===== config.mk =====
export PLATFORM = sky130hd
export DESIGN_NAME = cp_xf_load_unit_flat
export DESIGN_NICKNAME = d
export VERILOG_FILES = /design/src/rtl/cp_xf_load_unit_pkg.sv /design/src/rtl/cp_xf_load_unit_if.sv /design/src/rtl/cp_xf_load_unit_byte_packer.sv /design/src/rtl/cp_xf_load_unit.sv /design/src/flat_wrapper.sv
export SDC_FILE = /design/constraint.sdc
export NUM_CORES = 1
export LEC_CHECK = 0
export ABC_CLOCK_PERIOD_IN_PS = 4900
export BUFFER_PORTS_ARGS = -buffer_cell sky130_fd_sc_hd__buf_2
export CAP_MARGIN = 20
export CORE_MARGIN = 3
export CORE_UTILIZATION = 60
export DETAILED_ROUTE_END_ITERATION = 7
export PLACE_DENSITY = 0.82
export SYNTH_ARGS = -nofsm -noshare
export SYNTH_HDL_FRONTEND = slang
export SYNTH_SLANG_ARGS = --single-unit

===== constraint.sdc =====
create_clock -name clk -period 4.9 [get_ports clk]
set_input_delay 0.735 -clock clk [delete_from_list [all_inputs] [get_ports clk]]
set_output_delay 0.735 -clock clk [all_outputs]
set_load 0.05 [all_outputs]

===== src/rtl/cp_xf_load_unit_pkg.sv =====
// -----------------------------------------------------------------------------
// cp_pkg : shared definitions for the CP "load XF registers" command path.
//   - state_t        : load-unit FSM states (IDLE / HDR / DATA)
//   - XF_LOAD_OPCODE : CP opcode that hands control to the load unit
//   - HDR_*          : bit positions of the count and address header fields
//   - BYTE_CNT_W     : width of the byte-in-word counter of the byte packer
// -----------------------------------------------------------------------------
package cp_pkg;

  typedef enum logic [1:0] {
    ST_IDLE = 2'd0,
    ST_HDR  = 2'd1,
    ST_DATA = 2'd2
  } state_t;

  localparam logic [7:0] XF_LOAD_OPCODE = 8'h10;

  // Header word layout: {count-minus-one, start address}
  localparam int HDR_CNT_MSB  = 31;
  localparam int HDR_CNT_LSB  = 16;
  localparam int HDR_ADDR_MSB = 15;
  localparam int HDR_ADDR_LSB = 0;

  // Four bytes per 32-bit word
  localparam int BYTE_CNT_W = 2;

endpackage


===== src/rtl/cp_xf_load_unit_if.sv =====
// -----------------------------------------------------------------------------
// cp_xf_load_unit_if : command-stream input and XF CP write bus of the load unit.
//   start        : one-cycle pulse from the opcode decoder (opcode 0x10 seen)
//   in_data      : command stream byte
//   in_valid     : in_data valid
//   in_ready     : load unit can take a byte
//   busy         : command in progress
//   done         : pulse coincident with the final CPWrite of a command
//   CPAddr       : XF register address
//   CPWrite      : one-cycle write strobe
//   CPWriteData  : write data
//
// Handshake: a byte transfers on a rising clock edge where in_valid and
// in_ready are both high. in_valid may be raised or dropped at any time and
// in_ready does not depend on in_valid. The CP write side has no
// backpressure: CPAddr/CPWriteData are meaningful only while CPWrite is high.
//
// Modports: slave = the load unit, master = the command source / XF observer.
// -----------------------------------------------------------------------------
interface cp_xf_load_unit_if #(
  parameter int ADDR_W = 16
);
  logic              start;
  logic [7:0]        in_data;
  logic              in_valid;
  logic              in_ready;
  logic              busy;
  logic              done;
  logic [ADDR_W-1:0] CPAddr;
  logic              CPWrite;
  logic [31:0]       CPWriteData;

  modport slave (
    input  start, in_data, in_valid,
    output in_ready, busy, done, CPAddr, CPWrite, CPWriteData
  );

  modport master (
    output start, in_data, in_valid,
    input  in_ready, busy, done, CPAddr, CPWrite, CPWriteData
  );
endinterface


===== src/rtl/cp_xf_load_unit_byte_packer.sv =====
// -----------------------------------------------------------------------------
// cp_byte_packer : 8 -> 32 bit big-endian word assembler.
//   clk, resetn   : clock, asynchronous active-low reset
//   i_data        : input byte
//   i_valid       : input byte valid
//   i_ready       : consumer is accepting bytes (transfer = i_valid & i_ready)
//   o_word        : assembled word, valid only while o_word_valid is high
//   o_word_valid  : pulse in the cycle the fourth byte of a word is accepted
//
// The first accepted byte lands in bits 31:24. The fourth byte is forwarded
// combinationally so the consumer can register the complete word on the same
// edge that accepts it.
// -----------------------------------------------------------------------------
module cp_byte_packer
  import cp_pkg::*;
(
  input  logic        clk,
  input  logic        resetn,
  input  logic [7:0]  i_data,
  input  logic        i_valid,
  input  logic        i_ready,
  output logic [31:0] o_word,
  output logic        o_word_valid
);

  logic [BYTE_CNT_W-1:0] r_cnt;
  logic [23:0]           r_shift;
  logic                  w_accept;

  assign w_accept = i_valid & i_ready;

  always_ff @(posedge clk or negedge resetn) begin
    if (!resetn) begin
      r_cnt   <= '0;
      r_shift <= '0;
    end else if (w_accept) begin
      r_shift <= {r_shift[15:0], i_data};
      // Counter wraps 3 -> 0 naturally, starting the next word.
      r_cnt   <= r_cnt + BYTE_CNT_W'(1);
    end
  end

  assign o_word       = {r_shift, i_data};
  assign o_word_valid = w_accept && (r_cnt == '1);

endmodule


===== src/rtl/cp_xf_load_unit.sv =====
// -----------------------------------------------------------------------------
// cp_xf_load_unit : executes CP "load XF registers" commands.
//   clk          : system clock
//   resetn       : asynchronous active-low reset
//   bus          : cp_xf_load_unit_if.slave (command stream in, XF write out)
//   o_dbg_state  : current FSM state (cp_pkg::state_t encoding)
//
// After a start pulse the unit takes a 4-byte big-endian header
// {count-1[31:16], addr[15:0]} followed by count 4-byte data words. Each data
// word produces one CPWrite the cycle after its last byte is accepted, at an
// address that auto-increments (modulo 2^ADDR_W). The final write carries
// done, and the unit is back in IDLE with in_ready low in that same cycle.
// start is only honoured in IDLE. All outputs are registered.
// -----------------------------------------------------------------------------
module cp_xf_load_unit
  import cp_pkg::*;
#(
  parameter int ADDR_W = 16,
  parameter int CNT_W  = 16
) (
  input  logic                  clk,
  input  logic                  resetn,
  cp_xf_load_unit_if.slave      bus,
  output logic [1:0]            o_dbg_state
);

  state_t            r_state;
  logic              r_in_ready;
  logic              r_busy;
  logic              r_done;
  logic              r_cp_write;
  logic [ADDR_W-1:0] r_cp_addr;
  logic [31:0]       r_cp_data;
  logic [CNT_W-1:0]  r_cnt_rem;
  logic [ADDR_W-1:0] r_addr;

  logic [31:0]       w_word;
  logic              w_word_valid;

  // One packer serves both header and data phases; in IDLE in_ready is low
  // so it never sees a byte outside a command.
  cp_byte_packer u_packer (
    .clk          (clk),
    .resetn       (resetn),
    .i_data       (bus.in_data),
    .i_valid      (bus.in_valid),
    .i_ready      (r_in_ready),
    .o_word       (w_word),
    .o_word_valid (w_word_valid)
  );

  always_ff @(posedge clk or negedge resetn) begin
    if (!resetn) begin
      r_state    <= ST_IDLE;
      r_in_ready <= 1'b0;
      r_busy     <= 1'b0;
      r_done     <= 1'b0;
      r_cp_write <= 1'b0;
      r_cp_addr  <= '0;
      r_cp_data  <= '0;
      r_cnt_rem  <= '0;
      r_addr     <= '0;
    end else begin
      r_cp_write <= 1'b0;
      r_done     <= 1'b0;

      case (r_state)
        ST_IDLE: begin
          if (bus.start) begin
            r_state    <= ST_HDR;
            r_in_ready <= 1'b1;
            r_busy     <= 1'b1;
          end
        end

        ST_HDR: begin
          if (w_word_valid) begin
            r_cnt_rem <= w_word[HDR_CNT_LSB +: CNT_W];
            r_addr    <= w_word[HDR_ADDR_LSB +: ADDR_W];
            r_state   <= ST_DATA;
          end
        end

        ST_DATA: begin
          if (w_word_valid) begin
            r_cp_write <= 1'b1;
            r_cp_data  <= w_word;
            r_cp_addr  <= r_addr;
            r_addr     <= r_addr + ADDR_W'(1);
            // Count holds N-1, so zero before decrement marks the last word;
            // this lets 0xFFFF encode 65536 words without an extra bit.
            if (r_cnt_rem == '0) begin
              r_done     <= 1'b1;
              r_state    <= ST_IDLE;
              r_in_ready <= 1'b0;
              r_busy     <= 1'b0;
            end else begin
              r_cnt_rem <= r_cnt_rem - CNT_W'(1);
            end
          end
        end

        default: begin
          r_state    <= ST_IDLE;
          r_in_ready <= 1'b0;
          r_busy     <= 1'b0;
        end
      endcase
    end
  end

  assign bus.in_ready    = r_in_ready;
  assign bus.busy        = r_busy;
  assign bus.done        = r_done;
  assign bus.CPWrite     = r_cp_write;
  assign bus.CPAddr      = r_cp_addr;
  assign bus.CPWriteData = r_cp_data;
  assign o_dbg_state     = r_state;

endmodule


===== src/flat_wrapper.sv =====
// flat-port wrapper written by rule: the top's interface ports become plain ports
module cp_xf_load_unit_flat import cp_pkg::*;
#(
  parameter int ADDR_W = 16,
  parameter int CNT_W  = 16
)
  (clk, resetn, o_dbg_state, bus_start, bus_in_data, bus_in_valid, bus_in_ready, bus_busy, bus_done, bus_CPAddr, bus_CPWrite, bus_CPWriteData);
  cp_xf_load_unit_if #(.ADDR_W(ADDR_W)) bus_i ();
  input  logic clk;
  input  logic resetn;
  output logic [1:0] o_dbg_state;
  input wire logic [$bits(bus_i.start)-1:0] bus_start;
  input wire logic [$bits(bus_i.in_data)-1:0] bus_in_data;
  input wire logic [$bits(bus_i.in_valid)-1:0] bus_in_valid;
  output wire logic [$bits(bus_i.in_ready)-1:0] bus_in_ready;
  output wire logic [$bits(bus_i.busy)-1:0] bus_busy;
  output wire logic [$bits(bus_i.done)-1:0] bus_done;
  output wire logic [$bits(bus_i.CPAddr)-1:0] bus_CPAddr;
  output wire logic [$bits(bus_i.CPWrite)-1:0] bus_CPWrite;
  output wire logic [$bits(bus_i.CPWriteData)-1:0] bus_CPWriteData;
  assign bus_i.start = bus_start;
  assign bus_i.in_data = bus_in_data;
  assign bus_i.in_valid = bus_in_valid;
  assign bus_in_ready = bus_i.in_ready;
  assign bus_busy = bus_i.busy;
  assign bus_done = bus_i.done;
  assign bus_CPAddr = bus_i.CPAddr;
  assign bus_CPWrite = bus_i.CPWrite;
  assign bus_CPWriteData = bus_i.CPWriteData;
  cp_xf_load_unit #(.ADDR_W(ADDR_W), .CNT_W(CNT_W)) u_core (.clk(clk), .resetn(resetn), .bus(bus_i), .o_dbg_state(o_dbg_state));
endmodule

### After elaboration in Yosys (flattened, before gate mapping)

Index checks and enable logic that the tools add are counted.

* bits in registers: 111
* input port bits: 12
* output and inout bits: 54
* logic and storage cells: 53

* add/sub/neg operators: 3
* eq/ne operators: 8
* multiplexer cells: 21
* bitwise gates (word level): 2
* reduce and logical (&&, ||, !) cells: 9

Operators by type and width (number)
* 16-bit two-way mux: 5
* 16-bit one-hot mux with 2 select lines: 2
* 16-bit by 1-bit adder with 16-bit output (second input constant): 1
* 16-bit logical NOT: 1
* 16-bit by 1-bit subtractor with 16-bit output (second input constant): 1
* 4-bit AND reduction: 3
* 1-bit two-way mux: 8
* 2-bit two-way mux: 4
* 2-bit inequality test (second input constant): 4
* 2-bit one-hot mux with 3 select lines: 1
* 2-bit == test (second input constant): 2
* 1-bit one-hot mux with 3 select lines: 1
* 3-bit AND reduction: 1
* 2-bit by 1-bit adder with 2-bit output (second input constant): 1
* 2-bit by 1-bit == test with 1-bit output (second input constant): 1
* 2-bit logical NOT: 1
* 2-bit by 1-bit inequality test with 1-bit output (second input constant): 1
* 2-bit AND reduction: 1
* 2-bit nonzero test: 1
* 1-bit bitwise AND: 1
* 1-bit logical AND: 1
* 1-bit NOT: 1

### Depth between registers and ports, before layout

* depth after elaboration: 4
* depth in mapped cells: 8
* mapped depth without buffers: 6

### Modules after synthesis

A second synthesis with hierarchy kept.

* cell total of the unflattened synthesis: 483
* area, all modules: 5265.0 sq um

By module, submodules not included
* cp_xf_load_unit: instances 1, cells each 418, area each 4121.5 sq um
* cp_byte_packer: instances 1, cells each 65, area each 1143.6 sq um

### Worst setup path after synthesis

OpenSTA, ideal clock, no wires.

* kind: reg-to-reg
* from: reg u_core.r_in_ready, in the netlist u_core.bus.in_ready
* to: reg u_core.r_cnt_rem[0]
* library setup time: 0.136 ns
* arrival time: 1.783 ns
* setup slack: 2.981 ns
* cell stages (with the launch flop): 8
* buffers on the path: 3
* clock period less this slack: 1.919 ns
* cell sequence: dfrtp_1 -> and3_1 -> buf_2 -> o21ai_2 -> buf_2 -> buf_2 -> a221oi_1 -> o22ai_1

* longest elaborated chain between the ends: 4
* elaborated cells on any way between the ends: 5

RTL lines
* start, declared: RTL line cp_xf_load_unit.sv:28 `logic r_in_ready;`
* start signal, assigned: RTL line cp_xf_load_unit.sv:55 `r_in_ready <= 1'b0;`
* start signal, assigned: RTL line cp_xf_load_unit.sv:71 `r_in_ready <= 1'b1;`
* start signal, assigned: RTL line cp_xf_load_unit.sv:95 `r_in_ready <= 1'b0;`
* 1-bit bitwise AND *: RTL line cp_xf_load_unit_byte_packer.sv:30 `assign w_accept = i_valid & i_ready;`
* 1-bit logical AND *: RTL line cp_xf_load_unit_byte_packer.sv:44 `assign o_word_valid = w_accept && (r_cnt == '1);`
* 2-bit inequality test (no source line)
* 4-bit AND reduction (no source line) *
* end signal, assigned: RTL line cp_xf_load_unit.sv:78 `r_cnt_rem <= w_word[HDR_CNT_LSB +: CNT_W];`
* end signal, assigned: RTL line cp_xf_load_unit.sv:98 `r_cnt_rem <= r_cnt_rem - CNT_W'(1);`
* end, declared: RTL line cp_xf_load_unit.sv:34 `logic [CNT_W-1:0] r_cnt_rem;`

Every way passes the cells marked *; elsewhere a longest branch is shown, timed or not.
A chain may end at the register's enable or synchronous reset.

### Worst setup path after layout

* from: reg u_core.r_state[0], in the netlist u_core.o_dbg_state[0]
* to: reg u_core.r_cnt_rem[14]

* longest elaborated chain between the ends: 3
* elaborated cells on any way between the ends: 8

RTL lines
* start, declared: RTL line cp_xf_load_unit.sv:27 `state_t r_state;`
* start signal, assigned: RTL line cp_xf_load_unit.sv:54 `r_state <= ST_IDLE;`
* start signal, assigned: RTL line cp_xf_load_unit.sv:70 `r_state <= ST_HDR;`
* start signal, assigned: RTL line cp_xf_load_unit.sv:80 `r_state <= ST_DATA;`
* 2-bit == test or 2-bit by 1-bit == test with 1-bit output (tied branches): RTL line cp_xf_load_unit.sv:67 `case (r_state)`
* 2-bit inequality test (no source line) or 2-bit nonzero test (tied branches)
* 4-bit AND reduction (no source line)

Several ways; a longest one is shown, not always the timed one.

==> metrics <==
first-pass GRT wire length=about 19000 µm; DR WL/cell=~20 µm; Placement Setup Slack=around 2.0 ns; Yosys reg bits=111; Die Wd=between 90 and 100 µm; Die Span Y=approximately 100 µm; Worst EP arrival=between 2 and 3 ns; Final period util=around 54%; largest net degree at the start of global routing=71; placer congestion estimate=between 0.8 and 0.9; htree depth=3; Tmin final=roughly 2.6 ns; endpoints failing hold=0; clock root cell=clkbuf_8; Req. time, crit path=slightly above 5 ns; Final #Nets=between 500 and 600; Synth cell types=60; Remaining DRCs=0; number of synthesized flops with an enable pin=0; Final Slew Violations=0; Port Buffer Count=65; Worst path max stage delay=0.80 ns; Max FO, Critical Path=38; n_diodes=0; setup violators final=0; max_cap viols=0; vias in the first global route=between 3000 and 4000; core region area=between 8000 and 9000 µm²; r2r setup slk=around 2.3 ns; Crit-path slowest cell=a21oi_1; worst min-delay path class=in2async; asr flop ratio synth=100%; r2r endpoint=u_core.r_cnt_rem[14]; Final Skew=0.00761 ns; cell accounting for the most synthesized area=dfrtp_1; dpl hpwl=approximately 7900 µm; outcome=complete, no violations; Worst R2R Start=u_core.o_dbg_state[0]; critical path startpoint category=register; DR pass1 iterations=5; Pwr Density=between 600 and 700 nW/µm²; CTS tree=done; number of fill cells in the layout=roughly 600; Num Clock Sinks=between 100 and 150; drt via density=6.48; footprint of the multi-input gates=2220 µm²; worst setup margin=about 2.3 ns; Mapped Area=5160 µm²; share of the synthesized area in the top cell type=53.9%; layout cells sized above 1=between 20% and 30%; CTS buffer count=9; RSZ-0062 raised after global routing=false; YS warnings=0; total gr overflow=0; Seq/Total Area, Yosys=between 50% and 60%; initial antenna violation count=0; I/O pin cnt=66; worst-case clock buffer depth=2; Vias=3895; worst-margin pin slew=between 1 and 1.5 ns; CTS resizes=0; critical path, cell by cell=nand2b_1, buf_4, a21oi_1, o21ai_2, o22ai_1; Leak=around 2.8 nW; area grow syn2layout=11.3%; most frequent cell after synthesis=dfrtp_1; clk_lat worst skew=approximately 0.37 ns; final instance area=roughly 5700 µm²; Peak VDD IR=a little under 0.4 mV; setup_tns=0 ns; hold-fix buffers at CTS=0; Starting DRT DRC Count=between 300 and 400; Synth area leaders=dfrtp_1 54%, mux2_1 10%, mux2_2 5.2%; Initial Utilization=a little over 60%; Setup Buffers After CTS=0; placed insts=about 580; leading register cell type out of synthesis=dfrtp_1; Avg Cell Area, Syn=between 10 and 15 µm²; Final Util=between 60% and 70%; Reg clk slew, reported paths=roughly 0.1 ns; critical setup path kind=reg2reg; Routed WL=11800 µm; worst reg2reg path depth=5; Rel. slew slack=between 20% and 30%; row cnt=33; Post-Layout Cell Count=~600; cells after synthesis=between 400 and 500; die area=around 9700 µm²; Synth Net Count=around 460; Tot GR Track Use=24.6%; top cells by count, synth=111 x dfrtp_1, 48 x mux2_1, 29 x nand2_1; CP Capture Type=register; Final ANT Viol Nets=0; Placed Area=5520 µm²; Reg area=2780 µm²; Max Clk Rate=379 MHz
-- layout make-up --
cell class              count  area share, %
multi-input cells         291           38.7
well taps                 105           2.29
inverters                   7          0.458
flip-flops and latches    111           48.4
clock inverters             5          0.698
repair buffers             71           6.85
clock buffers              11           2.64
-- cells in the final DEF (no fill, tap or decap), types with 4 or more instances in the layout --
| cell | n |
|---|---|
| nand4_1 | 9 |
| and3_1 | 4 |
| and2_1 | 4 |
| nand2_1 | 29 |
| a21oi_1 | 20 |
| a211oi_1 | 5 |
| dfrtp_1 | 111 |
| o22a_1 | 6 |
| nand3_1 | 12 |
| o22ai_1 | 8 |
| nor2_1 | 20 |
| a41oi_1 | 5 |
| inv_1 | 7 |
| a2bb2oi_1 | 7 |
| buf_2 | 64 |
| nor3_1 | 10 |
| a221oi_1 | 4 |
| o21ai_0 | 8 |
| clkbuf_8 | 11 |
| and4_1 | 4 |
| a31oi_1 | 6 |
| mux2_2 | 24 |
| mux2_1 | 48 |
| o21ai_1 | 8 |
| buf_4 | 6 |
-- layer usage --
layer / part of all wire (%) / track usage, % / vias to the layer above
met3: 6.8 / 4.53 / 18
met5: 0 / 0 / -
met2: 47 / 36.6 / 166
met1: 45 / 37.8 / 1971
met4: 1.5 / 6.30 / 0
li1: - / - / 1740
-- critical path: cells and delay by family, from the launching register on --
| family | cells | cell delay, ns |
|---|---|---|
| AO/OA/AOI/OAI | 3 | 1.36 |
| buffers and inverters | 1 | 0.30 |
| flip-flops | 1 | 0.59 |
| AND/OR/NAND/NOR | 1 | 0.30 |
-- worst max path at each step --
stage | to | slack [ns] | start
after floorplan | u_core.r_cnt_rem[0] | 2.98 | u_core.bus.in_ready
after global placement | u_core.bus.CPWriteData[28] | 2.10 | bus_in_valid
after detailed placement | u_core.bus.CPWriteData[10] | 1.97 | bus_in_valid
after CTS | u_core.bus.CPWriteData[10] | 2.26 | u_core.u_packer.r_cnt[0]
after global routing | u_core.r_cnt_rem[10] | 2.07 | u_core.o_dbg_state[0]
final | u_core.r_cnt_rem[14] | 2.26 | u_core.o_dbg_state[0]
-- power breakdown --
part | internal, mW | leakage, nW | switching [mW]
clock | 0.218 | 0.100 | 0.309
combinational | 0.492 | 1.24 | 0.891
sequential | 1.25 | 1.41 | 0.393
total | 1.96 | 2.76 | 1.59
-- logic make-up (layout without fill, tap and decap cells) --
kind of cell    count (synthesis)  count (layout)  share of synthesized area, %
buf+inv                        38              94                          3.30
mux                            75              75                          16.3
flops                         111             111                          53.9
simple gates                  110             110                          11.7
xor+xnor                        1               1                         0.170
fa+ha+maj                       3               3                         0.728
compound gates                102             102                          14.0
-- through the flow --
step                total power [mW]  hold slack, ns
floorplan                       2.61           0.439
global placement                2.94           0.463
detailed placement              3.01           0.469
CTS                             3.54           0.491
global route                    3.75           0.510
finish                          3.55           0.444
-- sequential cells by signal, summed over array words and instances (netlist names) --
name and cells:
u_core.r_cnt_rem 16, u_core.u_packer.r_shift 24, u_core.bus.in_ready 1, u_core.u_packer.r_cnt 2, u_core.bus.CPWrite 1, u_core.bus.CPWriteData 32, u_core.o_dbg_state 2, u_core.bus.done 1
u_core.bus.CPAddr 16, u_core.r_addr 16
(Power assumes the default switching activity.)
